--- src/rtl/mult_sign_pipe_pkg.sv ---
// Fixed-point helpers shared by the Goertzel datapath blocks:
// rounding mode, Q-format shift math and the saturating clamp.
package gz_fixp_pkg;

   localparam int SAT_MAXW = 64;

   typedef enum logic {
      RND_TRUNC   = 1'b0,
      RND_HALF_UP = 1'b1
   } rnd_mode_e;

   typedef struct packed {
      logic                ovf;
      logic [SAT_MAXW-1:0] val;
   } sat_t;

   function automatic int frq_f(input int dw, input int int_b);
      return dw - int_b;
   endfunction

   function automatic int sh_f(input int dw, input int i1,
                               input int i2, input int i3);
      return frq_f(dw, i1) + frq_f(dw, i2) - frq_f(dw, i3);
   endfunction

   // Clamp a sign-extended value into a signed field of 'width' bits.
   function automatic sat_t sat_s(input logic signed [SAT_MAXW-1:0] value,
                                  input int width);
      logic signed [SAT_MAXW-1:0] hi;
      logic signed [SAT_MAXW-1:0] lo;
      sat_t r;
      hi = $signed((SAT_MAXW'(1) << (width - 1)) - SAT_MAXW'(1));
      lo = ~hi;
      r.ovf = (value > hi) || (value < lo);
      if (value > hi)
         r.val = hi;
      else if (value < lo)
         r.val = lo;
      else
         r.val = value;
      return r;
   endfunction

endpackage

--- src/rtl/mult_sign_pipe_if.sv ---
// Operand/result stream bundle of the fixed-point multiplier.
// Signal names are seen from the multiplier side.
interface mult_sign_pipe_if #(
   parameter int DW    = 16,
   parameter int TAG_W = 4
);
   logic [DW-1:0]    a_in;
   logic [DW-1:0]    b_in;
   logic [TAG_W-1:0] tag_in;
   logic             vld_in;
   logic             rdy_out;
   logic [DW-1:0]    c_out;
   logic [2*DW-1:0]  c_ful_out;
   logic [TAG_W-1:0] tag_out;
   logic             ovf_out;
   logic             vld_out;
   logic             rdy_in;

   modport master (
      output a_in, b_in, tag_in, vld_in, rdy_in,
      input  rdy_out, c_out, c_ful_out, tag_out, ovf_out, vld_out
   );

   modport slave (
      input  a_in, b_in, tag_in, vld_in, rdy_in,
      output rdy_out, c_out, c_ful_out, tag_out, ovf_out, vld_out
   );
endinterface

--- src/rtl/mult_sign_pipe_fixp_round_sat.sv ---
// Combinational round + saturate of a full-width signed product
// down to a DW-bit result; also used by the accumulator.
module fixp_round_sat
   import gz_fixp_pkg::*;
#(
   parameter int DW       = 16,
   parameter int SH       = 15,
   parameter int RND_MODE = 1,
   parameter int SAT_EN   = 1
) (
   input  logic signed [2*DW-1:0] p_i,
   output logic [DW-1:0]          c_o,
   output logic                   ovf_o
);
   localparam int PW = 2*DW + 1;
   localparam bit DO_RND = (RND_MODE == int'(RND_HALF_UP)) && (SH > 0);
   localparam int HSH = (SH > 0) ? SH - 1 : 0;
   localparam logic signed [PW-1:0] HALF =
      DO_RND ? (PW'(1) << HSH) : PW'(0);

   logic signed [PW-1:0]       r_d;
   logic                       s_ovf;
   logic [SAT_MAXW-DW-1:0]     sat_unused;
   logic [DW-1:0]              c_sat;

   // One guard bit above the product so the half-LSB add cannot wrap.
   always_comb begin
      r_d = (PW'(p_i) + HALF) >>> SH;
      {s_ovf, sat_unused, c_sat} = sat_s(SAT_MAXW'(r_d), DW);
      ovf_o = s_ovf;
      c_o   = (SAT_EN != 0) ? c_sat : r_d[DW-1:0];
   end

endmodule

--- src/rtl/mult_sign_pipe.sv ---
// Pipelined signed fixed-point multiplier, stall-all handshake,
// round/saturate into the output register, tag sideband.
module mult_sign_pipe
   import gz_fixp_pkg::*;
#(
   parameter int DW       = 16,
   parameter int INT1_I   = 1,
   parameter int INT2_I   = 1,
   parameter int INT3_O   = 1,
   parameter int LAT      = 3,
   parameter int RND_MODE = 1,
   parameter int SAT_EN   = 1,
   parameter int TAG_W    = 4
) (
   input  logic           clk_in,
   input  logic           rst_in,
   mult_sign_pipe_if.slave io
);
   localparam int SH  = sh_f(DW, INT1_I, INT2_I, INT3_O);
   localparam int PW2 = 2*DW;
   localparam int NP  = (LAT > 2) ? LAT - 2 : 1;

   if (SH < 0 || INT3_O < 1 || INT3_O > DW) begin : g_bad_fmt
      $error("mult_sign_pipe: illegal Q format");
   end
   if (LAT < 1 || LAT > 6) begin : g_bad_lat
      $error("mult_sign_pipe: LAT out of range");
   end
   if (DW > 31) begin : g_bad_dw
      $error("mult_sign_pipe: DW too wide");
   end

   logic                   adv;
   logic signed [DW-1:0]   a_s, b_s;
   logic [TAG_W-1:0]       t_s, pt_s;
   logic                   v_s, pv_s;
   logic signed [PW2-1:0]  p_d, p_s;
   logic [DW-1:0]          c_d;
   logic                   ovf_d;
   logic [DW-1:0]          c_q;
   logic [PW2-1:0]         cf_q;
   logic [TAG_W-1:0]       t_q;
   logic                   ovf_q, v_q;

   assign adv        = ~v_q | io.rdy_in;
   assign io.rdy_out = adv;

   if (LAT >= 2) begin : g_in
      logic [DW-1:0]    a_q, b_q;
      logic [TAG_W-1:0] t_in_q;
      logic             v_in_q;
      always_ff @(posedge clk_in or posedge rst_in) begin
         if (rst_in) begin
            a_q    <= '0;
            b_q    <= '0;
            t_in_q <= '0;
            v_in_q <= 1'b0;
         end else if (adv) begin
            a_q    <= io.a_in;
            b_q    <= io.b_in;
            t_in_q <= io.tag_in;
            v_in_q <= io.vld_in;
         end
      end
      assign a_s = a_q;
      assign b_s = b_q;
      assign t_s = t_in_q;
      assign v_s = v_in_q;
   end else begin : g_in_byp
      assign a_s = io.a_in;
      assign b_s = io.b_in;
      assign t_s = io.tag_in;
      assign v_s = io.vld_in;
   end

   assign p_d = PW2'(a_s) * PW2'(b_s);

   // Product register followed by LAT-3 plain delay slots.
   if (LAT >= 3) begin : g_prod
      logic [PW2-1:0]   p_q [NP];
      logic [TAG_W-1:0] t_p_q [NP];
      logic [NP-1:0]    v_p_q;
      always_ff @(posedge clk_in or posedge rst_in) begin
         if (rst_in) begin
            for (int i = 0; i < NP; i++) begin
               p_q[i]   <= '0;
               t_p_q[i] <= '0;
            end
            v_p_q <= '0;
         end else if (adv) begin
            p_q[0]   <= p_d;
            t_p_q[0] <= t_s;
            v_p_q[0] <= v_s;
            for (int i = 1; i < NP; i++) begin
               p_q[i]   <= p_q[i-1];
               t_p_q[i] <= t_p_q[i-1];
               v_p_q[i] <= v_p_q[i-1];
            end
         end
      end
      assign p_s  = p_q[NP-1];
      assign pt_s = t_p_q[NP-1];
      assign pv_s = v_p_q[NP-1];
   end else begin : g_prod_byp
      assign p_s  = p_d;
      assign pt_s = t_s;
      assign pv_s = v_s;
   end

   fixp_round_sat #(
      .DW       (DW),
      .SH       (SH),
      .RND_MODE (RND_MODE),
      .SAT_EN   (SAT_EN)
   ) u_rs (
      .p_i   (p_s),
      .c_o   (c_d),
      .ovf_o (ovf_d)
   );

   always_ff @(posedge clk_in or posedge rst_in) begin
      if (rst_in) begin
         v_q   <= 1'b0;
         c_q   <= '0;
         cf_q  <= '0;
         t_q   <= '0;
         ovf_q <= 1'b0;
      end else if (adv) begin
         v_q   <= pv_s;
         c_q   <= c_d;
         cf_q  <= p_s;
         t_q   <= pt_s;
         ovf_q <= ovf_d;
      end
   end

   assign io.vld_out   = v_q;
   assign io.c_out     = c_q;
   assign io.c_ful_out = cf_q;
   assign io.tag_out   = t_q;
   assign io.ovf_out   = ovf_q;

endmodule

--- src/flat_wrapper.sv ---
// flat-port wrapper written by rule: the top's interface ports become plain ports
module mult_sign_pipe_flat import gz_fixp_pkg::*;
#(
   parameter int DW       = 16,
   parameter int INT1_I   = 1,
   parameter int INT2_I   = 1,
   parameter int INT3_O   = 1,
   parameter int LAT      = 3,
   parameter int RND_MODE = 1,
   parameter int SAT_EN   = 1,
   parameter int TAG_W    = 4
)
  (clk_in, rst_in, io_a_in, io_b_in, io_tag_in, io_vld_in, io_rdy_in, io_rdy_out, io_c_out, io_c_ful_out, io_tag_out, io_ovf_out, io_vld_out);
  mult_sign_pipe_if #(.DW(DW), .TAG_W(TAG_W)) io_i ();
  input  logic clk_in;
  input  logic rst_in;
  input wire logic [$bits(io_i.a_in)-1:0] io_a_in;
  input wire logic [$bits(io_i.b_in)-1:0] io_b_in;
  input wire logic [$bits(io_i.tag_in)-1:0] io_tag_in;
  input wire logic [$bits(io_i.vld_in)-1:0] io_vld_in;
  input wire logic [$bits(io_i.rdy_in)-1:0] io_rdy_in;
  output wire logic [$bits(io_i.rdy_out)-1:0] io_rdy_out;
  output wire logic [$bits(io_i.c_out)-1:0] io_c_out;
  output wire logic [$bits(io_i.c_ful_out)-1:0] io_c_ful_out;
  output wire logic [$bits(io_i.tag_out)-1:0] io_tag_out;
  output wire logic [$bits(io_i.ovf_out)-1:0] io_ovf_out;
  output wire logic [$bits(io_i.vld_out)-1:0] io_vld_out;
  assign io_i.a_in = io_a_in;
  assign io_i.b_in = io_b_in;
  assign io_i.tag_in = io_tag_in;
  assign io_i.vld_in = io_vld_in;
  assign io_i.rdy_in = io_rdy_in;
  assign io_rdy_out = io_i.rdy_out;
  assign io_c_out = io_i.c_out;
  assign io_c_ful_out = io_i.c_ful_out;
  assign io_tag_out = io_i.tag_out;
  assign io_ovf_out = io_i.ovf_out;
  assign io_vld_out = io_i.vld_out;
  mult_sign_pipe #(.DW(DW), .INT1_I(INT1_I), .INT2_I(INT2_I), .INT3_O(INT3_O), .LAT(LAT), .RND_MODE(RND_MODE), .SAT_EN(SAT_EN), .TAG_W(TAG_W)) u_core (.clk_in(clk_in), .rst_in(rst_in), .io(io_i));
endmodule
--- config.mk ---
export PLATFORM = sky130hd
export DESIGN_NAME = mult_sign_pipe_flat
export DESIGN_NICKNAME = d
export VERILOG_FILES = /design/src/rtl/mult_sign_pipe_pkg.sv /design/src/rtl/mult_sign_pipe_if.sv /design/src/rtl/mult_sign_pipe_fixp_round_sat.sv /design/src/rtl/mult_sign_pipe.sv /design/src/flat_wrapper.sv
export SDC_FILE = /design/constraint.sdc
export NUM_CORES = 1
export LEC_CHECK = 0
export CAP_MARGIN = 20
export CELL_PAD_IN_SITES_DETAIL_PLACEMENT = 1
export CELL_PAD_IN_SITES_GLOBAL_PLACEMENT = 1
export CORE_ASPECT_RATIO = 1.75
export CORE_MARGIN = 3
export CORE_UTILIZATION = 51
export CTS_CLUSTER_DIAMETER = 40
export CTS_CLUSTER_SIZE = 40
export DETAILED_ROUTE_END_ITERATION = 8
export DONT_BUFFER_PORTS = 1
export GPL_TIMING_DRIVEN = 0
export PLACE_DENSITY = 0.9
export SLEW_MARGIN = 0
export SYNTH_ARGS = -nofsm -noshare
export SYNTH_HDL_FRONTEND = slang
export SYNTH_SLANG_ARGS = --single-unit
--- constraint.sdc ---
create_clock -name clk_in -period 7.19 [get_ports clk_in]
set_clock_uncertainty 0.05 [all_clocks]
set_input_delay 1.438 -clock clk_in [delete_from_list [all_inputs] [get_ports clk_in]]
set_output_delay 1.438 -clock clk_in [all_outputs]
set_load 0.005 [all_outputs]
# Word level (Yosys, flattened, before mapping)
# Index checks and enable logic that the tools add are counted.
[op_classes]
add_sub_neg = 1
mul = 1
magnitude_cmp = 2
n_mux = 2
n_bitwise = 2
n_reduce_logical = 1
[ops]
columns = ["operator", "count"]
rows = [
  ["$add 32x16->33 const B", 1],
  ["$mul 16x16->32", 1],
  ["$mux 16", 2],
  ["$gt 18x16->1 const B", 1],
  ["$lt 18x16->1 const B", 1],
  ["$logic_or 1x1->1", 1],
  ["$not 1->1", 1],
  ["$or 1x1->1", 1],
]
[word_totals]
regBits = 128
in_bits = 40
word_cells = 21

# Depth between registers and ports, before layout
# Gate-level depths: netlist of run 1.
[depth]
ltp_word = 4
depth_mapped = 23
mapped_depth_nobuf = 21

# Modules after synthesis
# Synthesis of run 1 repeated with hierarchy kept, for this count alone.
[unflattened]
cells_unflattened = 1710
area_unflattened_um2 = 15341.0
[by_module_without_submodules]
columns = ["module", "n_inst", "cells_per_inst", "area_each_um2", "seq_area_each_um2"]
rows = [
  ["mult_sign_pipe", 1, 1613, 14671.6, 3203.1],
  ["fixp_round_sat", 1, 97, 669.4, 0.0],
]

# Worst setup path before layout of run 1
# OpenSTA, ideal clock, no wires.
[synth_timing]
path_kind = "register to register"
from = "register u_core.g_in.a_q[15], in the netlist u_core.a_s[15]"
to = "register u_core.g_prod.p_q[31] (netlist name)"
setup_time_ps = 138
arrival_time_ps = 5926
required_time_ps = 7002
path_slack_ps = 1076
stages_incl_launch_ff = 21
path_buffers = 1
synth_period_minus_slack_ps = 6114
cell_sequence = "dfrtp_1 clkbuf_1 nand2_1 inv_1 fa_1 fa_1 fa_1 fa_1 fa_1 inv_1 fa_1 inv_1 ha_1 nor2_1 nand4b_1 o32a_1 o31ai_2 a311oi_1 o41ai_2 xnor2_1 a21oi_1"
[synth_between]
elab_chain_len = 1
[synth_lines]
columns = ["item", "line", "source"]
rows = [
  ["from (decl)", "mult_sign_pipe.sv:49", "logic [DW-1:0] a_q, b_q;"],
  ["from (signal assigned)", "mult_sign_pipe.sv:59", "a_q <= io.a_in;"],
  ["$mul 16x16->32", "mult_sign_pipe.sv:76", "assign p_d = PW2'(a_s) * PW2'(b_s);"],
  ["to (signal, indexed assignment)", "mult_sign_pipe.sv:95", "p_q[i] <= p_q[i-1];"],
  ["to (decl)", "mult_sign_pipe.sv:80", "logic [PW2-1:0] p_q [NP];"],
]
# No other way between the ends.
# A chain may end at the register's enable or synchronous reset.

# Final worst setup path of run 1
[layout_timing]
from = "register u_core.g_in.b_q[12], in the netlist u_core.b_s[12]"
to = "register u_core.g_prod.p_q[28] (netlist name)"
[layout_between]
elab_chain_len = 1
[layout_lines]
columns = ["item", "line", "source"]
rows = [
  ["from (decl)", "mult_sign_pipe.sv:49", ""],
  ["from (signal assigned)", "mult_sign_pipe.sv:60", "b_q <= io.b_in;"],
  ["$mul 16x16->32", "mult_sign_pipe.sv:76", ""],
]
# No other way between the ends.

==> flow_metrics.py, run 1 <==
metrics = {
    "status": {
        "status": "complete, no violations",
    },
    "synth": {
        "syn_area_um2": 14900,
        "synth_nets": 2029,
        "ys_async_sr_fraction_pct": 100,
        "yosysUniqueCellTypes": 61,
        "yosysWarnings": 0,
        "synth-simple-area-share_pct": 18.3,
        "synth_xor_area_share_pct": 2.82,
        "synth_ff_type": "dfrtp_1",
        "synth_top_family_by_area": "adder cells",
        "synth_area_per_cell_um2": 9.07,
        "yosysSeqAreaShare_pct": 21.5,
        "yosys.area_share.adder_pct": 42.1,
        "synth.area.mux_share_pct": 0.0755,
        "synth_edf_count": 0,
        "netlist_instances": 1644,
        "synth-compound-area-share_pct": 5.54,
        "yosys_register_bits": 128,
    },
    "layout": {
        "num-fill-cells": 3323,
        "final_layout_size_suffix_gt1_share_pct": 4.82,
        "area_growth_pct": 7.77,
        "final_util_pct": 56.0,
        "finalNetCount": 2052,
        "design_area_um2": 16100,
    },
    "critical_path": {
        "crit_required_ns": 7.48,
        "rr_worst_depth": 20,
        "startpoint_type": "flip-flop",
        "reg2reg_to": "u_core.g_prod.p_q[28]",
        "path_common_cell": "fa_1",
        "r2r_slack_ns": 0.08,
        "cpPeakStageDelay_ns": 0.64,
        "path_cells": "clkbuf_1 -> nand2_1 -> fa_1 -> inv_1 -> fa_1 -> fa_1 -> fa_1 -> fa_1 -> inv_1 -> fa_1 -> inv_1 -> ha_1 -> a21oi_1 -> o21ai_0 -> a21o_1 -> a21oi_1 -> o21ai_0 -> o21ai_0 -> or3b_1 -> a41o_1",
        "worstSetupPathType": "flip-flop to flip-flop",
        "end_kind": "flip-flop",
        "r2r_start": "u_core.b_s[12]",
        "cp_max_fo": 10,
        "arrival_ns": 7.40,
        "critPathSlowestCell": "fa_1",
    },
    "cts": {
        "cts_root_buf": "clkbuf_16",
        "numCtsBuffers": 17,
        "clock_sinks": 128,
        "postCtsHoldBufs": 0,
        "cts.clk_slew.worst_paths_ns": 0.06,
        "cts-htree-levels": 4,
        "clk_path_buf_depth": 2,
        "cts_tree": "yes",
        "clk_latency_ns": 0.46,
    },
    "drt": {
        "dr.pass1.iters": 6,
        "post_drt_wl_per_cell_um": 25.9,
        "drtIter0Drc": 939,
        "drtAntennaViolNets": 0,
        "viasPerCell": 5.88,
        "drt_wl_total_mm": 53.2,
        "drc": 0,
        "vias": 12100,
    },
    "grt": {
        "antenna_found_initial": 1,
        "grt_pass1_wl_mm": 80.9,
        "met2_usage_pct": 61.4,
        "grt.overflow.total": 0,
        "busiest_layer": "met2",
        "use_met1_pct": 34.3,
        "grt_pass1_vias": 14200,
        "track_usage_pct": 34.9,
        "gr-usage-met3_pct": 5.31,
        "grt_max_degree": 83,
    },
    "floorplan": {
        "num_rows": 82,
        "start_util_pct": 51.9,
        "core_area_um2": 28700,
        "dieArea_um2": 31400,
        "die-width_um": 135,
        "io_pins": 95,
        "die_y_um": 232,
    },
    "timing": {
        "finalSetupViolCount": 0,
        "final_hold_viol_count": 0,
        "hold_slack_ns": 0.424,
        "finalCriticalPeriod_ns": 7.11,
        "worst_pin_slew_ns": 0.845,
        "final_max_slew_viol_count": 0,
        "maxSlewHeadroom_pct": 43.6,
        "fin_crit_sh_pct": 98.9,
        "max_freq_mhz": 141,
    },
    "worst_hold_path": {
        "holdPathEnd": "u_core.io.c_ful_out[10]",
        "holdPathStages": 2,
        "hold_path.startpoint": "u_core.g_prod.p_q[10]",
        "hold_path_class": "flip-flop to flip-flop",
    },
    "placement": {
        "post_dp_cell_area_um2": 15400,
        "io_buffers": 0,
        "gp_congestion": 0.955,
        "dpl.hpwl_mm": 39.5,
    },
    "run": {
        "cap_violations": 0,
    },
}
==> layer usage <==
layer / part of all wire [%] / wire (µm)
met3: 6.0 / 3190
met4: 12 / 6200
met5: 0 / 0
met1: 31 / 16600
met2: 51 / 27300
==> synth_stat cells, drive strengths merged (3+ instances only) <==
cell type  instances  area, µm²
o21ai             29        149
buf                7       27.5
o21bai             3       22.5
clkbuf            58        218
xnor2             33        289
and2             121        757
inv              320       1200
fa               262       5250
nand3             12       60.1
o211ai             4       35.0
ha                83       1040
a211oi             5       42.5
o31ai              3       32.5
dfrtp            128       3200
nand2b             8       50.1
xor2              15        131
nor2              50        190
nand2            394       1480
nor3               3       15.0
a21oi             33        165
a21o              13       97.6
and3               8       51.3
o22ai             14       87.6
nand4              3       18.8
==> cell usage in the layout (no fill, tap or decap), types with 2 or more instances in the layout <==
| cell | count |
|---|---|
| clkinv_4 | 3 |
| o2111ai_1 | 2 |
| inv_1 | 319 |
| nand2b_1 | 8 |
| a21oi_1 | 33 |
| nand2_1 | 394 |
| dfrtp_1 | 125 |
| clkbuf_16 | 17 |
| o21bai_1 | 3 |
| inv_8 | 4 |
| and2_1 | 121 |
| xnor2_1 | 33 |
| a21o_1 | 13 |
| o31a_1 | 2 |
| nand3_1 | 12 |
| nand3b_1 | 2 |
| clkinvlp_4 | 2 |
| nand4b_1 | 2 |
| and3_1 | 7 |
| nand4_1 | 3 |
| nor3_1 | 3 |
| xor2_1 | 15 |
| clkbuf_1 | 32 |
| ha_1 | 83 |
| o21ai_0 | 24 |
| o21ai_1 | 4 |
| dfrtp_2 | 3 |
| fa_1 | 260 |
| clkbuf_2 | 21 |
| a31oi_1 | 2 |
| o211ai_1 | 3 |
| a211oi_1 | 4 |
| o22ai_1 | 14 |
| inv_6 | 5 |
| buf_1 | 6 |
| fa_2 | 2 |
| o31ai_2 | 2 |
| buf_4 | 7 |
| nor2_1 | 49 |
==> cell families (layout without fill, tap and decap cells) <==
kind of cell    Yosys count  in the layout
simple gates            612            612
buf+inv                 385            421
fa+ha+maj               345            345
flops                   128            128
compound gates          125            125
xor+xnor                 48             48
mux                       1              1
other cells               0              1
==> critical path: cells and delay by family, from the launching register on <==
kind,cells,cell delay [ns]
compound gates,7,1.51
simple gates,2,0.65
flops,1,0.60
buf+inv,4,0.70
fa+ha+maj,7,3.46
==> registers in the layout (all words and copies together) (netlist names) <==
name	flops
u_core.b_s	16
u_core.g_prod.p_q	32
u_core.io.c_ful_out	32
u_core.io.vld_out	1
u_core.io.ovf_out	1
u_core.a_s	16
u_core.g_prod.v_p_q	1
u_core.g_in.t_in_q	4
u_core.g_in.v_in_q	1
u_core.io.c_out	16
u_core.g_prod.t_p_q	4
u_core.io.tag_out	4
==> layout make-up <==
cell class | count | area, µm² | area share, %
clock buffer | 17 | 425 | 2.65
timing repair buffer | 8 | 80.1 | 0.498
multi-input combinational | 1131 | 10300 | 63.9
buffer | 61 | 260 | 1.62
clock inverter | 15 | 143 | 0.887
antenna | 1 | 2.50 | 0.0156
inverter | 320 | 1210 | 7.50
tap | 378 | 473 | 2.94
sequential | 128 | 3210 | 19.9
==> worst max-delay path by stage <==
stage                   start                     to
5_1_grt        u_core.b_s[12]  u_core.g_prod.p_q[28]
6_report       u_core.b_s[12]  u_core.g_prod.p_q[28]
3_3_place_gp   u_core.a_s[15]  u_core.g_prod.p_q[31]
4_1_cts        u_core.a_s[14]  u_core.g_prod.p_q[31]
2_1_floorplan  u_core.a_s[15]  u_core.g_prod.p_q[31]
3_5_place_dp   u_core.a_s[15]  u_core.g_prod.p_q[31]
==> per-stage QoR <==
stage | setup WS, ns | instances | setup TNS (ns)
floorplan | 1.08 | 1644 | 0
global placement | -0.0137 | 2022 | -0.0137
detailed placement | -0.210 | 2023 | -0.351
CTS | 0.00196 | 2051 | 0
global route | -0.00893 | 2059 | -0.00893
finish | 0.0780 | 2059 | 0
==> timing repair <==
item,in CTS,in global routing
setup endpoints to repair,7,6
pin swaps,1,2
resized for setup,21,14
setup buffers,0,7
cloned,0,0
endpoints found under the hold margin,0,0
Power of run 1 is left out: the tool's default activity adds up to more than one toggle a clock period on the data nets, which glitch-free logic cannot reach.
==> inputs of run 2 (changes only) <==
CORE_UTILIZATION = 46   (was 51)
PLACE_DENSITY = 0.86   (was 0.9)
clock period = 5.7 ns   (was 7.19 ns; I/O delays follow)
==> run 2 against run 1 <==
Net effect: the run now ends with setup timing left; first-iteration DRC count grew 78%; sequential share of layout area shrank 2.5 points; design area grew 15%; utilization grew 2.4 points; critical path depth grew 4; clock-buffer cell count grew 4; register-to-register slack lost 1.7 ns; critical endpoint is now u_core.g_prod.p_q[27]; final cell count grew 7.0%; non-clock buffer count grew 121; die area grew 10%; worst hold slack gained 0.0015 ns; highest routed layer is now met5.
==> flow_metrics.py, run 2 (same netlist as run 1, synthesis figures left out) <==
metrics = {
    "floorplan": {
        "start_util_pct": 47.0,
        "io_pins": 95,
        "num_rows": 86,
        "core_area_um2": 31700,
        "die-width_um": 142,
        "dieArea_um2": 34700,
        "die_y_um": 244,
    },
    "timing": {
        "worst_pin_slew_ns": 0.910,
        "rsz0062_at_grt": "true",
        "max_freq_mhz": 137,
        "final_hold_viol_count": 0,
        "fin_ws_ns": -1.60,
        "finalCriticalPeriod_ns": 7.30,
        "finalSetupViolCount": 19,
        "final_max_slew_viol_count": 0,
        "fin_crit_sh_pct": 128,
        "tns_ns": -17.12,
        "maxSlewHeadroom_pct": 39.4,
    },
    "status": {
        "failed_checks": "setup timing",
        "status": "finished with violations",
    },
    "worst_hold_path": {
        "hold_path_class": "flip-flop to flip-flop",
    },
    "layout": {
        "finalNetCount": 2173,
        "final_util_pct": 58.4,
        "final_common_cell": "nand2_1",
        "most-common-layout-cells": "nand2_1, inv_1, fa_1",
        "final_layout_size_suffix_gt1_share_pct": 21.6,
        "final_cells": 2203,
        "area_growth_pct": 24.2,
        "num-fill-cells": 3467,
    },
    "cts": {
        "cts_tree": "yes",
        "cts_root_buf": "clkbuf_16",
        "postCtsHoldBufs": 0,
        "clk_latency_ns": 0.46,
        "numCtsBuffers": 17,
        "clock_sinks": 128,
        "cts-htree-levels": 4,
        "clk_path_buf_depth": 2,
        "cts.clk_slew.worst_paths_ns": 0.07,
    },
    "placement": {
        "dpl.hpwl_mm": 40.2,
        "io_buffers": 0,
        "dp.cells": 2041,
        "dpl_worst_slack_ns": -1.43,
        "gp_congestion": 0.947,
    },
    "grt": {
        "antenna_found_initial": 4,
        "grt_max_degree": 99,
        "track_usage_pct": 40.5,
        "grt_pass1_wl_mm": 102,
        "grt.overflow.total": 0,
        "grt_pass1_vias": 16000,
    },
    "drt": {
        "drtIter0Drc": 1671,
        "vias": 14600,
        "dr.pass1.iters": 5,
        "drtAntennaViolNets": 0,
        "drc": 0,
        "viasPerCell": 6.64,
        "drt_wl_total_mm": 81.7,
        "post_drt_wl_per_cell_um": 37.1,
    },
    "critical_path": {
        "worstSetupPathType": "flip-flop to flip-flop",
        "arrival_ns": 7.56,
        "startpoint_type": "flip-flop",
        "end_kind": "flip-flop",
        "crit_required_ns": 5.96,
        "cp_max_fo": 7,
    },
    "run": {
        "cap_violations": 0,
    },
}
-- run 2: cell types whose count changed in the layout (fill, tap and decap cells not counted), sizes merged --
cell / before / now
buf: 15 / 142
inv: 328 / 323
clkbuf: 71 / 69
clkinvlp: 2 / 1
clkinv: 5 / 4
diode: 1 / 6
bufinv: 0 / 3
-- run 2: metal layers --
metal / track usage, % / vias up / part of all wire, %
met5: 0 / - / 0.016
met4: 36.1 / 2 / 13
met1: 40.8 / 7181 / 29
met3: 12.1 / 760 / 12
li1: - / 5199 / -
met2: 66.4 / 1491 / 45
-- run 2: worst paths after layout --
kind / from / endpoint / slack (ns) / cells after the start
max reg2reg: u_core.a_s[13] / u_core.g_prod.p_q[27] / -1.60 / 24
min reg2reg: u_core.g_prod.t_p_q[1] / u_core.g_prod.t_p_q[1] / 0.43 / 2
min: u_core.g_prod.t_p_q[1] / u_core.g_prod.t_p_q[1] / 0.43 / 2
max: u_core.a_s[13] / u_core.g_prod.p_q[27] / -1.60 / 24
max in group asynchronous: rst_in / u_core.a_s[15] / 4.25 / 2
min in group asynchronous: rst_in / u_core.io.c_ful_out[3] / 0.46 / 1
-- run 2: what timing repair did --
action	4_1_cts	5_1_grt
gates cloned	2	1
buffers inserted	69	53
resized for setup	208	135
setup endpoints to repair	21	20
pin swaps	77	97
-- run 2: stage by stage --
step / cell area (µm²) / hold WS [ns]
after global routing: 18500 / 0.447
after floorplan: 15000 / 0.380
final: 18500 / 0.426
after CTS: 17600 / 0.423
after global placement: 15500 / 0.394
after detailed placement: 15500 / 0.409
-- run 2: worst max-delay path, cell delays in order, from the launching register on --
cell       delay (ns)
dfrtp_2          0.57
clkbuf_16        0.25
buf_12           0.11
nand2_1          0.10
fa_1             0.58
inv_1            0.09
fa_2             0.57
fa_1             0.46
fa_1             0.61
fa_1             0.78
inv_1            0.14
fa_1             0.53
inv_1            0.07
ha_4             0.26
a21o_1           0.21
a211oi_1         0.29
o32a_1           0.24
o31ai_4          0.09
buf_6            0.15
buf_6            0.13
buf_6            0.12
a21boi_2         0.11
o21bai_1         0.13
xnor2_1          0.35
o21ai_1          0.15
-- run 2: final cells by class --
| type | instances | area [µm²] | share of cell area (%) |
|---|---|---|---|
| inverter | 320 | 1210 | 6.55 |
| timing repair buffer | 126 | 1230 | 6.62 |
| clock inverter | 11 | 155 | 0.837 |
| multi-input combinational | 1131 | 11100 | 59.7 |
| antenna | 6 | 15.0 | 0.0810 |
| sequential | 128 | 3240 | 17.5 |
| clock buffer | 21 | 450 | 2.43 |
| buffer | 64 | 667 | 3.60 |
| tap | 396 | 495 | 2.67 |
Power of run 2 is left out for the same reason.
==> inputs of run 3 (changes only) <==
SYNTH_HIERARCHICAL = 1   (was not set)
==> run 3 against run 2 <==
Net effect: the run still ends with setup timing left; non-clock buffer count down 18; routed wire length down 17%; utilization down 1.5 points; flip-flop and latch count unchanged; final cell count up 1.9%; worst setup slack better by 0.58 ns; first-iteration DRC count down 32%; sequential share of layout area about the same; die area up 2.7%; critical path depth down 4.
==> flow_metrics.py, run 3 <==
metrics = {
    "cts": {
        "numCtsBuffers": 17,
        "clk_path_buf_depth": 2,
        "cts.clk_slew.worst_paths_ns": 0.06,
        "clk_latency_ns": 0.45,
        "cts-htree-levels": 4,
        "cts_root_buf": "clkbuf_16",
        "clock_sinks": 128,
        "postCtsHoldBufs": 0,
        "cts_tree": "yes",
    },
    "placement": {
        "gp_congestion": 0.978,
        "dpl_worst_slack_ns": -1.18,
        "post_dp_cell_area_um2": 15900,
        "io_buffers": 0,
        "dpl.hpwl_mm": 39.2,
    },
    "critical_path": {
        "crit_start": "u_core/b_s[15]",
        "crit_required_ns": 5.95,
        "r2r_start": "u_core/b_s[15]",
        "cp-endpoint": "u_core/g_prod.p_q[31]",
        "r2r_slack_ns": -1.02,
        "cp_max_fo": 10,
        "startpoint_type": "flip-flop",
        "worstSetupPathType": "flip-flop to flip-flop",
        "reg2reg_to": "u_core/g_prod.p_q[31]",
        "arrival_ns": 6.96,
        "end_kind": "flip-flop",
        "rr_worst_depth": 20,
    },
    "timing": {
        "hold_slack_ns": 0.426,
        "fin_ws_ns": -1.02,
        "finalSetupViolCount": 19,
        "worst_pin_slew_ns": 1.02,
        "final_hold_viol_count": 0,
        "final_max_slew_viol_count": 0,
        "finalCriticalPeriod_ns": 6.72,
        "tns_ns": -12.90,
        "fin_crit_sh_pct": 118,
        "rsz0062_at_grt": "true",
        "maxSlewHeadroom_pct": 32.1,
        "max_freq_mhz": 149,
    },
    "floorplan": {
        "die-width_um": 144,
        "core_area_um2": 32500,
        "start_util_pct": 47.1,
        "num_rows": 87,
        "die_y_um": 248,
        "dieArea_um2": 35700,
        "io_pins": 95,
    },
    "synth": {
        "synthTopCellsByArea": "fa_1, dfrtp_1, nand2_1, inv_1, ha_1",
        "ys_async_sr_fraction_pct": 100,
        "synth_top_family_by_area": "adder cells",
        "synth_most_common_cell": "nand2_1",
        "netlist.area_leader.share_pct": 34.2,
        "synth_ff_type": "dfrtp_1",
        "synth.area.mux_share_pct": 0,
        "synth_nets": 2095,
        "yosysSeqAreaShare_pct": 20.9,
        "syn_area_um2": 15300,
        "yosys_register_bits": 128,
        "netlist_instances": 1710,
        "yosysWarnings": 6,
        "synth_area_per_cell_um2": 8.97,
        "yosys.area.top_type": "fa_1",
        "synth_common_cells": "nand2_1, inv_1, fa_1, dfrtp_1, and2_1",
        "synth_xor_area_share_pct": 2.63,
        "synth_edf_count": 0,
        "yosysUniqueCellTypes": 68,
        "synth-simple-area-share_pct": 20.4,
        "synth-compound-area-share_pct": 6.16,
        "yosys.area_share.adder_pct": 41.0,
    },
    "drt": {
        "drc": 0,
        "vias": 13900,
        "drt_wl_total_mm": 68.0,
        "drtIter0Drc": 1141,
        "dr.pass1.iters": 5,
        "post_drt_wl_per_cell_um": 30.3,
        "drtAntennaViolNets": 0,
        "viasPerCell": 6.19,
    },
    "grt": {
        "antenna_found_initial": 2,
        "grt_max_degree": 72,
        "track_usage_pct": 34.0,
        "grt_pass1_vias": 15500,
        "grt_pass1_wl_mm": 89.6,
        "grt.overflow.total": 0,
    },
    "layout": {
        "design_area_um2": 18500,
        "final_common_cell": "nand2_1",
        "most-common-layout-cells": "nand2_1, inv_1, fa_1",
        "final_layout_size_suffix_gt1_share_pct": 20.9,
        "area_growth_pct": 20.7,
        "finalNetCount": 2217,
        "num-fill-cells": 3637,
    },
    "status": {
        "status": "finished with violations",
        "failed_checks": "setup timing",
    },
    "worst_hold_path": {
        "hold_path_class": "flip-flop to flip-flop",
    },
    "run": {
        "cap_violations": 0,
    },
}
run 3: per-layer routing:
| layer | track usage, % | vias to the layer above | routed length [µm] | part of all wire [%] |
|---|---|---|---|---|
| met1 | 34.0 | 6939 | 20600 | 30 |
| met2 | 59.0 | 997 | 33300 | 49 |
| li1 | - | 5404 | - | - |
| met5 | 0 | - | 85 | 0.13 |
| met4 | 28.9 | 4 | 8150 | 12 |
| met3 | 6.96 | 543 | 5810 | 8.5 |
run 3: cell type report:
class	count	area, µm²	share of cell area [%]
Clock inverter	12	134	0.723
Tap cell	400	500	2.70
Inverter	297	1120	6.05
Buffer	64	588	3.18
Timing Repair Buffer	108	1000	5.43
Clock buffer	19	453	2.45
Multi-Input combinational cell	1216	11500	62.0
Antenna cell	1	2.50	0.0135
Sequential cell	128	3240	17.5
run 3: how the worst min path moves through the flow:
stage	depth (start not counted)	endpoint	slack [ns]	startpoint
CTS	2	u_core/io.c_ful_out[9]	0.43	u_core/g_prod.p_q[9]
detailed placement	2	u_core/g_prod.t_p_q[0]	0.41	u_core/g_prod.t_p_q[0]
finish	2	u_core/g_in.t_in_q[2]	0.43	u_core/g_in.t_in_q[2]
global placement	2	u_core/g_prod.v_p_q	0.39	u_core/g_prod.v_p_q
global route	2	u_core/g_in.t_in_q[0]	0.45	u_core/g_in.t_in_q[0]
floorplan	2	u_core/g_prod.v_p_q	0.38	u_core/g_prod.v_p_q
run 3: through the flow:
| step | std cells | util, % |
|---|---|---|
| global placement | 2110 | 48.8 |
| floorplan | 1710 | - |
| detailed placement | 2111 | 48.9 |
| global route | 2245 | 56.9 |
| finish | 2245 | 56.9 |
| CTS | 2216 | 55.1 |
run 3: critical path, stage by stage (launching register included):
cell	delay [ns]
dfrtp_1	0.46
inv_2	0.08
buf_6	0.16
nor2_1	0.61
fa_1	0.61
fa_2	0.46
fa_1	0.52
fa_1	0.52
fa_1	0.56
inv_2	0.06
fa_1	0.56
inv_2	0.06
ha_4	0.24
o211ai_1	0.28
nor2_2	0.09
a211oi_2	0.31
a2bb2oi_2	0.19
o211ai_1	0.18
o22a_1	0.26
xnor2_2	0.19
o21ai_1	0.09
run 3: logic make-up after synthesis:
family / count (synthesis)
flip-flops: 128
AO/OA/AOI/OAI: 139
AND/OR/NAND/NOR: 686
XOR/XNOR: 46
adder cells (fa/ha/maj): 345
buffers and inverters: 366
run 3: timing repair:
action | CTS | global route
resized for setup | 222 | 112
pin swaps | 93 | 103
endpoints found under the setup margin | 20 | 19
buffers inserted | 78 | 31
Power of run 3 is left out for the same reason.
